### src/rtl/spi_rr_arbiter.sv
// Round-robin arbiter sharing one spi_master between NUM_REQ requesters.
// Optional watchdog on the WAIT state is built when SPI_ARB_TIMEOUT_EN is defined.
//
// state | meaning
// IDLE  | no transfer; pick next requester after the last owner
// START | owner granted, one-cycle start pulse to spi_master
// WAIT  | transfer in flight, waiting for done (or watchdog expiry)
// RESP  | one-cycle response pulse to owner, round-robin pointer advanced
module spi_rr_arbiter #(
    parameter int WIDTH          = 8,
    parameter int NUM_REQ        = 4,
    parameter int TIMEOUT_CYCLES = 1024
) (
    input  logic                     clk,
    input  logic                     rst,
    input  logic [NUM_REQ-1:0]       req,
    input  logic [NUM_REQ*WIDTH-1:0] req_data,
    output logic [NUM_REQ-1:0]       grant,
    output logic [NUM_REQ-1:0]       rsp_valid,
    output logic [WIDTH-1:0]         rsp_data,
    output logic                     rsp_err,
    output logic                     arb_busy,
    output logic                     m_start,
    output logic [WIDTH-1:0]         m_data_in,
    input  logic [WIDTH-1:0]         m_data_out,
    input  logic                     m_busy,
    input  logic                     m_done
);

    localparam int IDX_W = (NUM_REQ > 1) ? $clog2(NUM_REQ) : 1;

    typedef enum logic [1:0] {
        IDLE  = 2'd0,
        START = 2'd1,
        WAIT  = 2'd2,
        RESP  = 2'd3
    } state_t;

    state_t               state_q, state_d;
    logic [NUM_REQ-1:0]   grant_q, grant_d;
    logic [NUM_REQ-1:0]   rsp_valid_q, rsp_valid_d;
    logic [WIDTH-1:0]     rsp_data_q, rsp_data_d;
    logic                 rsp_err_q, rsp_err_d;
    logic                 arb_busy_q, arb_busy_d;
    logic                 m_start_q, m_start_d;
    logic [WIDTH-1:0]     m_data_in_q, m_data_in_d;
    logic [IDX_W-1:0]     last_q, last_d;
    logic [IDX_W-1:0]     own_q, own_d;

    logic [WIDTH-1:0]     req_word [NUM_REQ];
    logic                 win_valid;
    logic [IDX_W-1:0]     win_idx;

    // busy is informational only; sequencing relies on start/done
    logic                 unused_sig;
    assign unused_sig = m_busy ^ (TIMEOUT_CYCLES == 0);

`ifdef SPI_ARB_TIMEOUT_EN
    localparam int TMR_W = (TIMEOUT_CYCLES > 1) ? $clog2(TIMEOUT_CYCLES) : 1;
    logic [TMR_W-1:0]     tmr_q, tmr_d;
`endif

    for (genvar gi = 0; gi < NUM_REQ; gi++) begin : g_slice
        assign req_word[gi] = req_data[gi*WIDTH +: WIDTH];
    end

    // Scan from farthest to nearest so the first hit after last_q is kept.
    always_comb begin
        int idx;
        idx       = 0;
        win_valid = 1'b0;
        win_idx   = '0;
        for (int k = NUM_REQ; k >= 1; k--) begin
            idx = int'(last_q) + k;
            if (idx >= NUM_REQ) begin
                idx = idx - NUM_REQ;
            end
            if (req[idx[IDX_W-1:0]]) begin
                win_valid = 1'b1;
                win_idx   = idx[IDX_W-1:0];
            end
        end
    end

    always_ff @(posedge clk) begin
        if (rst) begin
            state_q     <= IDLE;
            grant_q     <= '0;
            rsp_valid_q <= '0;
            rsp_data_q  <= '0;
            rsp_err_q   <= 1'b0;
            arb_busy_q  <= 1'b0;
            m_start_q   <= 1'b0;
            m_data_in_q <= '0;
            last_q      <= IDX_W'(NUM_REQ - 1);
            own_q       <= '0;
`ifdef SPI_ARB_TIMEOUT_EN
            tmr_q       <= '0;
`endif
        end else begin
            state_q     <= state_d;
            grant_q     <= grant_d;
            rsp_valid_q <= rsp_valid_d;
            rsp_data_q  <= rsp_data_d;
            rsp_err_q   <= rsp_err_d;
            arb_busy_q  <= arb_busy_d;
            m_start_q   <= m_start_d;
            m_data_in_q <= m_data_in_d;
            last_q      <= last_d;
            own_q       <= own_d;
`ifdef SPI_ARB_TIMEOUT_EN
            tmr_q       <= tmr_d;
`endif
        end
    end

    always_comb begin
        state_d     = state_q;
        grant_d     = grant_q;
        rsp_valid_d = '0;
        rsp_data_d  = rsp_data_q;
        rsp_err_d   = rsp_err_q;
        m_start_d   = 1'b0;
        m_data_in_d = m_data_in_q;
        last_d      = last_q;
        own_d       = own_q;
`ifdef SPI_ARB_TIMEOUT_EN
        tmr_d       = tmr_q;
`endif
        case (state_q)
            IDLE: begin
                if (win_valid) begin
                    grant_d     = NUM_REQ'(1) << win_idx;
                    own_d       = win_idx;
                    m_data_in_d = req_word[win_idx];
                    m_start_d   = 1'b1;
                    state_d     = START;
                end
            end
            START: begin
`ifdef SPI_ARB_TIMEOUT_EN
                tmr_d   = TMR_W'(TIMEOUT_CYCLES - 1);
`endif
                state_d = WAIT;
            end
            WAIT: begin
                // done takes precedence over a watchdog expiry in the same cycle
                if (m_done) begin
                    rsp_data_d  = m_data_out;
                    rsp_err_d   = 1'b0;
                    rsp_valid_d = grant_q;
                    state_d     = RESP;
                end
`ifdef SPI_ARB_TIMEOUT_EN
                else if (tmr_q == '0) begin
                    rsp_data_d  = '1;
                    rsp_err_d   = 1'b1;
                    rsp_valid_d = grant_q;
                    state_d     = RESP;
                end else begin
                    tmr_d = tmr_q - 1'b1;
                end
`endif
            end
            RESP: begin
                grant_d = '0;
                last_d  = own_q;
                state_d = IDLE;
            end
            default: begin
                state_d = IDLE;
            end
        endcase
        arb_busy_d = (state_d != IDLE);
    end

    assign grant     = grant_q;
    assign rsp_valid = rsp_valid_q;
    assign rsp_data  = rsp_data_q;
    assign rsp_err   = rsp_err_q;
    assign arb_busy  = arb_busy_q;
    assign m_start   = m_start_q;
    assign m_data_in = m_data_in_q;

endmodule

### config.mk
export PLATFORM = sky130hd
export DESIGN_NAME = spi_rr_arbiter
export DESIGN_NICKNAME = d
export VERILOG_FILES = /design/src/rtl/spi_rr_arbiter.sv
export SDC_FILE = /design/constraint.sdc
export NUM_CORES = 1
export LEC_CHECK = 0
export ABC_AREA = 1
export CORE_MARGIN = 3
export CORE_UTILIZATION = 46
export CTS_CLUSTER_SIZE = 25
export DETAILED_ROUTE_END_ITERATION = 7
export PLACE_DENSITY = 0.93
export RECOVER_POWER = 25
export SLEW_MARGIN = 20
export SYNTH_ARGS = -nofsm -noshare
export SYNTH_HDL_FRONTEND = slang
export SYNTH_SLANG_ARGS = --single-unit
export TNS_END_PERCENT = 100
### constraint.sdc
create_clock -name clk -period 3.8 [get_ports clk]
set_clock_uncertainty 0.05 [all_clocks]
set_input_delay 0.95 -clock clk [delete_from_list [all_inputs] [get_ports clk]]
set_output_delay 0.95 -clock clk [all_outputs]
set_load 0.02 [all_outputs]
Word-level counts from Yosys, hierarchy flattened
Index checks and enable logic that the tools add are counted.

Register bits after elaboration: 32. Input bits: 48. Output and inout bits: 27. Logic and storage cells: 72.

Add/subtract/negate cells: 8. Magnitude comparators: 9. Eq/ne operators: 4. Shift-type cells: 1. Muxes and demuxes: 29. Bitwise gates (word level): 4. Reduce and logical (&&, ||, !) cells: 8.

Operators with widths (number): 2-to-1 mux 2 bit (10); binary-select mux 8 bit (select 2 bit) (1); 2-to-1 mux 8 bit (2); greater-or-equal comparator 3 bit (second input constant) (4); < comparator 2 x 3 -> 1 bit (second input constant) (4); 2-to-1 mux 1 bit (9); binary-select mux 1 bit (select 2 bit) (4); one-hot mux 2 bit (4 select lines) (1); one-hot mux 4 bit (2 select lines) (1); subtractor 2 x 1 -> 2 bit (second input constant) (4); adder 2 x 2 -> 3 bit (second input constant) (2); AND reduction 2 bit (3); adder 2 x 3 -> 4 bit (second input constant) (1); equality test 2 bit (second input constant) (2); greater-or-equal comparator 4 x 3 -> 1 bit (second input constant) (1); 2-to-1 mux 4 bit (1); nonzero test 2 bit (2); left shift 1 x 2 -> 4 bit (first input constant) (1); adder 2 x 1 -> 3 bit (second input constant) (1); NOT 1 bit (3); NOT 2 -> 3 bit (1); OR reduction 3 bit (1); equality test 2 x 1 -> 1 bit (second input constant) (1); zero test 2 bit (1); other kinds (2) (2).

Logic depth before layout (Yosys ltp)
Gate-level depths: netlist of run 1.

Depth in word-level cells: 13. Mapped depth: 15. Depth with buffers taken out: 14.

Worst setup path before layout of run 1
OpenSTA, ideal clock, no wires.

Path type: input to register. Start point: input port req[1]. End point: register m_data_in_q[0], in the netlist m_data_in[0]. Setup time: 117 ps. Data arrival time: 1992 ps. Data required time: 3633 ps. Path slack: 1641 ps. Cell stages on the path: 14. Buffers on the path: 1. Path through: inv_1 -> nand2_1 -> nand3_1 -> nand2_1 -> inv_1 -> nand2_2 -> nand3_2 -> nand2_2 -> buf_6 -> nor2_8 -> nand2_2 -> nand2_1 -> nor2_1 -> nor2_1.

Word-level cells in the longest chain between the ends: 10. Elaborated cells on any way between the ends: 21. Classes of those cells: mux: 19; bitwise: 1; reduce/logical: 1.

RTL lines: from (decl) (RTL line 16) `input logic [NUM_REQ-1:0] req,`; binary-select mux 1 bit (select 2 bit) (RTL line 78) `if (req[idx[IDX_W-1:0]]) begin`; 2-to-1 mux 1 bit (not written as such) (RTL line 78); 2-to-1 mux 2 bit (4 in a row) (RTL line 78); NOT 2 -> 3 bit (not written as such) (RTL line 135) `m_data_in_d = req_word[win_idx];`; binary-select mux 8 bit (select 2 bit) (RTL line 135); 2-to-1 mux 8 bit (not written as such) (2 in a row) (RTL line 135); to (signal assigned) (RTL line 108) `m_data_in_q <= m_data_in_d;`; to (decl) (RTL line 46) `logic [WIDTH-1:0] m_data_in_q, m_data_in_d;`.

Parallel ways exist; a longest one is shown, timed or not. The select of a mux whose other input is x is not followed. A chain may end at the register's enable or synchronous reset.

Worst setup path in the final report of run 1
Start point: input port req[3]. End point: register m_data_in_q[7], in the netlist m_data_in[7].

The elaborated chain is that of the path after synthesis.

==> results of run 1 <==
-- logic make-up after synthesis --
kind of cell	Yosys count
AO/OA/AOI/OAI	34
adder cells (fa/ha/maj)	4
flip-flops	32
other	1
buffers and inverters	49
AND/OR/NAND/NOR	150
-- synth_stat cells --
cell and count:
nand3_1 34, nor2_1 42, conb_1 1, nand2_2 18, ha_1 4, clkinv_1 2, buf_4 1, inv_1 35
dfxtp_1 32, nand3_2 2, clkbuf_1 4, buf_2 2, o21ai_2 1, nor2_8 1, inv_2 3, nand2_4 1
buf_6 2, o21ai_0 24, nand2_1 52, a21oi_1 9
-- flip-flops by register name, summed over array words and instances (netlist names) --
signal / flops
m_data_in: 8
last_q: 2
rsp_valid: 4
own_q: 2
m_start: 1
state_q: 2
arb_busy: 1
grant: 4
rsp_data: 8
-- worst register-to-register path, stage by stage (launching register included) --
cell and delay, ns:
dfxtp_1 0.47, inv_2 0.15, nand2_1 0.09, nand2_1 0.08, nand2_1 0.09, nand2_1 0.06
clkinv_1 0.04, nand2_1 0.06, o21ai_2 0.55, inv_2 0.23, nand3_1 0.12, nand2_1 0.06
nor2_1 0.11, nor2_1 0.04
-- power breakdown --
part | internal, mW | switching (mW) | leakage, nW
Combinational | 0.352 | 0.544 | 0.916
Clock | 0.194 | 0.124 | 0.0552
Sequential | 0.442 | 0.0569 | 0.263
Total | 0.988 | 0.725 | 1.23
-- through the flow --
stage | utilization | cells | total power, mW | setup slack, ns
6_report | 0.7360 | 387 | 1.713 | 0.8933
4_1_cts | 0.7360 | 387 | 1.731 | 0.9682
5_1_grt | 0.7360 | 387 | 1.847 | 0.6927
2_1_floorplan | - | 270 | 1.122 | 1.641
3_5_place_dp | 0.7054 | 379 | 1.409 | 0.7019
3_3_place_gp | 0.7054 | 379 | 1.378 | 0.7410
-- per-layer routing --
| metal | wire, um | global-route usage |
|---|---|---|
| met1 | 1739 | 0.2161 |
| met2 | 2235 | 0.3694 |
| met3 | 326 | 0.05583 |
| met4 | 62 | 0.06700 |
| met5 | 0 | 0 |
-- cell type report --
cell class / count / area [um^2] / area share
multi-input combinational: 189 / 914.6 / 0.3530
timing repair buffer: 72 / 720.7 / 0.2781
sequential: 32 / 640.6 / 0.2472
inverter: 40 / 150.1 / 0.05794
clock buffer: 6 / 72.57 / 0.02801
tap: 46 / 57.56 / 0.02221
clock inverter: 2 / 35.03 / 0.01352
-- cell usage in the layout, fill, tap and decap left out --
master | Yosys | layout
o21ai_2 | 1 | 1
nor2_8 | 1 | 1
nand2_4 | 1 | 1
ha_1 | 4 | 4
clkbuf_8 | 0 | 5
clkbuf_1 | 4 | 1
clkinv_2 | 0 | 1
o21ai_0 | 24 | 24
nor2_1 | 42 | 42
conb_1 | 1 | 1
a21oi_1 | 9 | 9
nand3_2 | 2 | 2
nand2_2 | 18 | 18
clkinv_1 | 2 | 2
inv_1 | 35 | 35
nand3_1 | 34 | 34
nand2_1 | 52 | 52
inv_2 | 3 | 3
dlygate4sd3_1 | 0 | 12
dfxtp_1 | 32 | 32
bufinv_16 | 0 | 1
clkdlybuf4s50_1 | 0 | 60
-- worst min path at each step --
| stage | start | to | cells past startpoint |
|---|---|---|---|
| floorplan | own_q[0] | last_q[0] | 2 |
| global placement | grant[1] | rsp_valid[1] | 2 |
| detailed placement | grant[1] | rsp_valid[1] | 2 |
| CTS | grant[1] | rsp_valid[1] | 2 |
| global route | grant[3] | rsp_valid[3] | 2 |
| finish | grant[1] | rsp_valid[1] | 2 |
==> flow_summary_export.csv, run 1 <==
group,metric,value,unit
run_status,status,"finished clean",
worst_setup_path,cp.buffers_inverters,4,
clock_tree,ctsResizeCount,0,
routing,finalWirelength,4.364,mm
final_layout,layout-drive-gt1-share,0.09677,
sta,finalSetupViolations,0,
synthesis,avgSynthCellArea,6.520,um^2
worst_setup_path,critPathCapture,"m_data_in[7]",
sta,finalHoldViolCount,0,
final_layout,fill_cells,279,
placed_design,dpl.hpwl,3.394,mm
worst_setup_path,cp_max_fo,13,
sta,slew_violations,0,
sta,worst_pin_slew,0.6922,ns
synthesis,synth_top_area_cell,"dfxtp_1",
worst_setup_path,reg2reg_depth,13,
synthesis,syn_inst,270,
routing,drt_pre_antenna_iters,4,
clock_tree,clock_latency,0.28,ns
worst_setup_path,max_stage_delay,0.55,ns
worst_setup_path,cp_cell_sequence,"dlygate4sd3_1 > inv_1 > nand2_1 > nand3_2 > nand2_1 > clkinv_1 > nand2_1 > o21ai_2 > inv_2 > nand3_1 > nand2_1 > nor2_1 > nor2_1",
clock_tree,cts_buffer_depth,2,
global_routing,grt_pass1_vias,1682,
synthesis,synth_compound_area_frac,0.09879,
sta,fin_setup_tns,0,ns
global_routing,antenna_found_initial,0,
sta,slew_headroom,0.5384,
final_layout,antenna_cells,0,
worst_setup_path,cp_data_arrival_time,3.03,ns
clock_tree,cts_hold_buf,0,
placed_design,io_buffers,72,
routing,drc,0,
sta,period_needed,2.907,ns
sta,fin_crit_sh,0.7649,
clock_tree,clkSinkCount,32,
worst_setup_path,crit_required,3.92,ns
sta,whs,0.4082,ns
worst_setup_path,critical_path_depth,13,
floorplan,core-area,3521,um^2
synthesis,synth_simple_gate_area_frac,0.3902,
clock_tree,cts_tree,"built",
synthesis,syn_nets,322,
placed_design,gp_congestion,0.8068,
global_routing,grt_max_degree,21,
clock_tree,clockRootBuffer,"clkbuf_8",
job,cap_violations,0,
floorplan,die_h,67.87,um
sta,rsz0062_at_grt,"false",
floorplan,pin_count,75,
routing,vias,1876,
worst_setup_path,r2r-end,"m_data_in[7]",
clock_tree,htreeDepth,2,
worst_setup_path,r2r_slack,1.49,ns
global_routing,grt_pass1_wl,6.989,mm
synthesis,yosysUniqueCellTypes,20,
pwr,leakage,1.234,nW
routing,wl_per_cell,11.28,um
global_routing,grt-ovfl-total,0,
synthesis,synthAdderAreaFrac,0.02843,
routing,dr.first_iter.drc_count,110,
placed_design,placed_area,2484,um^2
synthesis,synth-xor-area-share,0,
synthesis,ys_ff_latch,32,
synthesis,yosysWarnings,0,
worst_setup_path,crit_top_cell,"nand2_1",
synthesis,synth_area_leaders,"dfxtp_1 (36%), nand2_1 (11%), nand3_1 (9.7%)",
clock_tree,cts.clk_slew.worst_paths,0.07,ns
routing,viasPerCell,4.848,
worst_setup_path,path_class,"input port to flop",
pwr,powerDensity,661.0,nW/um^2
pwr,ir_drop,0.0003207,V
floorplan,dieArea,4606,um^2
routing,antenna_left,0,
floorplan,start_util,0.5000,
clock_tree,cts_made_buffers,5,
worst_setup_path,slowest_stage,"dlygate4sd3_1",
synthesis,yosysSeqAreaShare,0.3639,
clock_tree,post_cts_buffers,0,
synthesis,yosys.area.top_type_share,0.3639,
floorplan,row_count,21,
synthesis,synth_top_family_by_area,"simple AND/OR/NAND/NOR gates",
final_layout,fin_area,2591,um^2
final_layout,final_nets,392,
floorplan,die_w,67.87,um
worst_setup_path,crit_family,"buffers and inverters",
sta,fmax,344.0,MHz
worst_setup_path,worstSetupEndpointType,"flop",
worst_hold_path,hold_class,"flop to flop",
synthesis,synth_area,1760,um^2
worst_setup_path,startpoint,"req[3]",
worst_setup_path,reg2reg_from,"last_q[0]",
synthesis,muxShareOfSynthArea,0,
final_layout,area_delta_synth_final,47.19,%
worst_setup_path,setup.worst_path.start_class,"input port",
global_routing,grtUsageTotal,0.1992,
Note: power is estimated with default switching activity, not from simulation.
==> inputs of run 2 (changes only) <==
--- a/config.mk
+++ b/config.mk
@@ -7,10 +7,10 @@
 export LEC_CHECK = 0
 export ABC_AREA = 1
 export CORE_MARGIN = 3
-export CORE_UTILIZATION = 46
+export CORE_UTILIZATION = 42
 export CTS_CLUSTER_SIZE = 25
 export DETAILED_ROUTE_END_ITERATION = 7
-export PLACE_DENSITY = 0.93
+export PLACE_DENSITY = 0.86
 export RECOVER_POWER = 25
 export SLEW_MARGIN = 20
 export SYNTH_ARGS = -nofsm -noshare
==> constraint.sdc (replaced) <==
create_clock -name clk -period 2.7 [get_ports clk]
set_clock_uncertainty 0.05 [all_clocks]
set_input_delay 0.675 -clock clk [delete_from_list [all_inputs] [get_ports clk]]
set_output_delay 0.675 -clock clk [all_outputs]
set_load 0.02 [all_outputs]
==> flow_summary_export.csv, run 2 (synthesis gave the netlist of run 1 again) <==
group,metric,value,unit
worst_setup_path,worstSetupEndpointType,"flop",
floorplan,start_util,0.4568,
sta,rsz0062_at_grt,"false",
worst_setup_path,slowest_stage,"dlygate4sd3_1",
clock_tree,cts_tree,"built",
final_layout,layout_commonest_cell,"clkdlybuf4s50_1",
clock_tree,clkSinkCount,32,
final_layout,antenna_cells,0,
routing,antenna_left,0,
final_layout,area_delta_synth_final,47.97,%
sta,slew_violations,0,
routing,m1WireLength,1.859,mm
pwr,clockPowerShare,0.136,
sta,finalSetupViolations,0,
job,cap_violations,0,
global_routing,grt_max_degree,21,
worst_setup_path,cp_data_arrival_time,2.49,ns
worst_hold_path,hold_class,"flop to flop",
placed_design,gp_congestion,0.9374,
clock_tree,cts_made_buffers,5,
placed_design,dpl.hpwl,3.415,mm
routing,vias,1839,
routing,drc,0,
pwr,p_int,1.353,mW
worst_setup_path,reg2reg_depth,14,
final_layout,utilization,0.6760,
worst_setup_path,cp_cell_sequence,"dlygate4sd3_1 > inv_1 > nand2_1 > nand3_2 > nand2_1 > inv_1 > nand2_2 > nand2_2 > nand2_4 > nand2_2 > nand2_1 > nand3_1 > nand2_1 > nor2_1 > nor2_1",
sta,slew_headroom,0.6547,
routing,finalWirelength,4.359,mm
worst_setup_path,setup.worst_path.start_class,"input port",
routing,wl_per_cell,11.15,um
sta,worst_pin_slew,0.5174,ns
pwr,ir_drop,0.0004937,V
routing,drt_pre_antenna_iters,4,
routing,wl_met3,325,um
clock_tree,clock_latency,0.28,ns
clock_tree,cts_hold_buf,0,
clock_tree,post_cts_buffers,0,
worst_setup_path,crit_required,2.82,ns
worst_setup_path,max_stage_delay,0.55,ns
floorplan,dieArea,5004,um^2
clock_tree,htreeDepth,2,
final_layout,final_nets,397,
worst_setup_path,cp_max_fo,20,
pwr,swShare,0.4259,
global_routing,antenna_found_initial,0,
final_layout,final_cell_mix,"clkdlybuf4s50_1 (63), nand2_1 (52), nor2_1 (42), inv_1 (35), nand3_1 (34)",
worst_setup_path,path_class,"input port to flop",
sta,fmax,423.0,MHz
routing,viasPerCell,4.703,
sta,finalHoldViolCount,0,
pwr,p_sw,1.003,mW
floorplan,pin_count,75,
floorplan,row_count,22,
sta,fin_setup_tns,0,ns
clock_tree,cts_buffer_depth,2,
routing,met2WireLength,2.135,mm
global_routing,grt_pass1_vias,1722,
sta,period_needed,2.364,ns
final_layout,fill_cells,354,
clock_tree,clockRootBuffer,"clkbuf_8",
pwr,pwr-share-seq,0.300,
sta,setup_ws,0.3359,ns
pwr,p_comb_frac,0.565,
final_layout,layout-drive-gt1-share,0.1050,
global_routing,grt_pass1_wl,7.362,mm
global_routing,grtUsageTotal,0.1801,
clock_tree,ctsResizeCount,0,
run_status,status,"finished clean",
placed_design,post-place-ws,0.05844,ns
worst_setup_path,crit_top_cell,"nand2_1",
clock_tree,cts.clk_slew.worst_paths,0.06,ns
pwr,powerDensity,904.5,nW/um^2
floorplan,die_w,70.74,um
floorplan,core-area,3854,um^2
routing,top_layer_used,"met4",
sta,fin_crit_sh,0.8756,
pwr,leakage,1.234,nW
sta,whs,0.3998,ns
routing,dr.first_iter.drc_count,74,
global_routing,grt-ovfl-total,0,
worst_hold_path,holdPathStages,2,
floorplan,die_h,70.74,um
placed_design,io_buffers,72,
run 2: cell types whose count changed in the layout (fill, tap and decap cells not counted), sizes merged:
cell | before | now
buf | 0 | 5
clkdlybuf4s50 | 60 | 63
dlygate4sd3 | 12 | 9
bufinv | 1 | 0
clkbuf | 6 | 5
clkinv | 3 | 2
run 2: power groups by stage:
stage	clock network, mW	logic, mW	registers (mW)
final	0.320	1.33	0.706
after global routing	0.348	1.50	0.727
after CTS	0.325	1.35	0.708
after detailed placement	0	1.35	0.715
after global placement	0	1.32	0.710
after floorplan	0	0.733	0.846
run 2: final timing paths:
kind | startpoint | end | slack (ns)
max | req[3] | m_data_in[0] | 0.34
min | grant[1] | rsp_valid[1] | 0.40
min reg2reg | grant[1] | rsp_valid[1] | 0.40
max reg2reg | last_q[0] | m_data_in[4] | 0.66
run 2: final cells by class:
| class | instances | area [um^2] | area share |
|---|---|---|---|
| inverter | 40 | 150.1 | 0.05764 |
| sequential | 32 | 640.6 | 0.2459 |
| tap | 48 | 60.06 | 0.02305 |
| timing repair buffer | 77 | 770.7 | 0.2959 |
| clock buffer | 5 | 68.82 | 0.02642 |
| multi-input combinational | 189 | 914.6 | 0.3511 |
run 2: worst max-delay path: cells and delay by family:
family,cells,cell delay [ns]
buf+inv,3,0.68
simple gates,12,1.12
run 2: stage by stage:
step / area [um^2] / power (mW) / cells
finish: 2605 / 2.356 / 391
floorplan: 1760 / 1.579 / 270
CTS: 2605 / 2.386 / 391
global route: 2605 / 2.572 / 391
global placement: 2536 / 2.035 / 386
detailed placement: 2536 / 2.061 / 386
run 2: per-layer routing:
| layer | GRT usage | up-vias |
|---|---|---|
| met5 | 0 | - |
| met3 | 0.04688 | 4 |
| li1 | - | 987 |
| met2 | 0.3234 | 57 |
| met4 | 0.05637 | 0 |
| met1 | 0.2076 | 791 |
==> inputs of run 3 (changes only) <==
==> constraint.sdc (replaced) <==
create_clock -name clk -period 2.23 [get_ports clk]
set_clock_uncertainty 0.05 [all_clocks]
set_input_delay 0.5575 -clock clk [delete_from_list [all_inputs] [get_ports clk]]
set_output_delay 0.5575 -clock clk [all_outputs]
set_load 0.02 [all_outputs]
==> flow_summary_export.csv, run 3 (synthesis gave the netlist of run 1 again) <==
group,metric,value,unit
floorplan,die_w,70.74,um
placed_design,io_buffers,72,
sta,period_needed,2.082,ns
sta,fin_setup_tns,0,ns
sta,finalHoldViolCount,0,
sta,fmax,480.4,MHz
final_layout,antenna_cells,0,
sta,worst_pin_slew,0.5045,ns
global_routing,grtUsageTotal,0.1962,
global_routing,grt_pass1_wl,7.955,mm
sta,setup_ws,0.1483,ns
global_routing,antenna_found_initial,0,
pwr,powerDensity,1129,nW/um^2
routing,wl_per_cell,11.81,um
final_layout,final_nets,411,
worst_setup_path,crit_required,2.35,ns
placed_design,gp_congestion,0.9181,
worst_setup_path,setup.worst_path.start_class,"input port",
worst_hold_path,holdPathStages,2,
clock_tree,htreeDepth,2,
worst_hold_path,hold_end,"rsp_valid[1]",
global_routing,grt_pass1_vias,1892,
pwr,leakage,1.312,nW
final_layout,multi_input_area,967.2,um^2
routing,antenna_left,0,
sta,fin_crit_sh,0.9335,
final_layout,area_delta_synth_final,59.56,%
global_routing,grt_max_degree,21,
worst_setup_path,cp_max_fo,8,
worst_setup_path,reg2reg_from,"last_q[0]",
pwr,ir_drop,0.0005036,V
job,cap_violations,0,
clock_tree,cts_made_buffers,5,
floorplan,core-area,3854,um^2
final_layout,layout_commonest_cell,"clkdlybuf4s50_1",
floorplan,dieArea,5004,um^2
sta,rsz0062_at_grt,"true",
worst_hold_path,hold_class,"flop to flop",
routing,finalWirelength,4.817,mm
global_routing,grt-ovfl-total,0,
final_layout,fill_cells,338,
floorplan,row_count,22,
routing,drc,0,
routing,vias,1952,
clock_tree,clkSinkCount,32,
routing,drt_pre_antenna_iters,4,
placed_design,dpl.hpwl,3.691,mm
final_layout,seqCellArea,641.9,um^2
placed_design,post-place-ws,-0.1887,ns
clock_tree,clock_latency,0.28,ns
clock_tree,clockRootBuffer,"clkbuf_8",
sta,slew_violations,0,
floorplan,pin_count,75,
worst_setup_path,reg2reg_depth,13,
sta,slew_headroom,0.6633,
worst_setup_path,path_class,"input port to flop",
routing,viasPerCell,4.784,
worst_hold_path,hold_start,"grant[1]",
worst_setup_path,r2r_slack,0.32,ns
clock_tree,cts.clk_slew.worst_paths,0.06,ns
sta,finalSetupViolations,0,
worst_setup_path,cp_data_arrival_time,2.20,ns
final_layout,layout-drive-gt1-share,0.1639,
clock_tree,cts_buffer_depth,2,
worst_setup_path,r2r-end,"own_q[0]",
floorplan,start_util,0.4568,
clock_tree,cts_tree,"built",
worst_setup_path,worstSetupEndpointType,"flop",
run_status,status,"finished clean",
routing,dr.first_iter.drc_count,130,
final_layout,final_cell_mix,"clkdlybuf4s50_1 (70), nand2_1 (49), nor2_1 (41), inv_1 (34), nand3_1 (32)",
floorplan,die_h,70.74,um
[run 3: changes by cell type in the layout (fill, tap and decap cells not counted), sizes merged]
cell           delta
clkbuf            +3
clkdlybuf4s50     +7
nor2              +1
dlygate4sd3       -7
buf              +13
[run 3: area by class of cell]
cell class                 instances  area share
multi-input combinational        190      0.3443
timing repair buffer              90      0.3194
sequential                        32      0.2285
inverter                          40     0.05434
clock buffer                       8     0.03207
tap                               48     0.02138
[run 3: stage by stage]
stage	total power, mW	cells	utilization	instance area [um^2]	hold WS, ns
finish	3.172	408	0.7289	2809	0.4097
global route	3.439	408	0.7289	2809	0.4417
CTS	3.084	406	0.7081	2729	0.4059
detailed placement	2.626	398	0.6847	2639	0.3986
global placement	2.573	398	0.6847	2639	0.3856
floorplan	1.912	270	-	1760	0.3833
[run 3: power breakdown]
| part | total, mW | internal, mW | switching, mW |
|---|---|---|---|
| logic | 1.86 | 0.843 | 1.02 |
| clock network | 0.451 | 0.251 | 0.199 |
| registers | 0.859 | 0.754 | 0.104 |
| total | 3.17 | 1.85 | 1.32 |
[run 3: how the worst max path moves through the flow]
stage	slack, ns	cells past startpoint	from	end
floorplan	0.46	14	req[1]	m_data_in[0]
global placement	-0.15	15	req[3]	m_data_in[6]
detailed placement	-0.19	15	req[3]	m_data_in[5]
CTS	0.08	14	req[3]	grant[0]
global route	-0.02	15	req[2]	m_data_in[3]
finish	0.15	15	req[2]	m_data_in[3]
[run 3: metal layers]
metal	GRT usage	part of all wire	wire [um]	vias up
li1	-	-	-	1018
met1	0.2248	0.40	1946	861
met2	0.3471	0.52	2509	67
met3	0.03977	0.063	302	6
met4	0.09186	0.012	58	0
met5	0	0	0	-
[run 3: critical path, cell delays in order]
cell and delay, ns:
clkdlybuf4s50_1 0.47, inv_1 0.06, nand2_2 0.09, nand3_4 0.09
buf_6 0.12, nand2_1 0.06, clkinv_1 0.05, nand2_1 0.07
o21ai_2 0.08, buf_12 0.15, buf_12 0.13, nand3_1 0.08
nand2_1 0.07, nor2_1 0.10, nor2_1 0.04
[run 3: repair_timing]
item                                    in CTS  in global routing
setup buffers                                0                  1
endpoints found under the setup margin       0                 10
gates resized for setup                      0                 13
hold buffers                                 0                  0
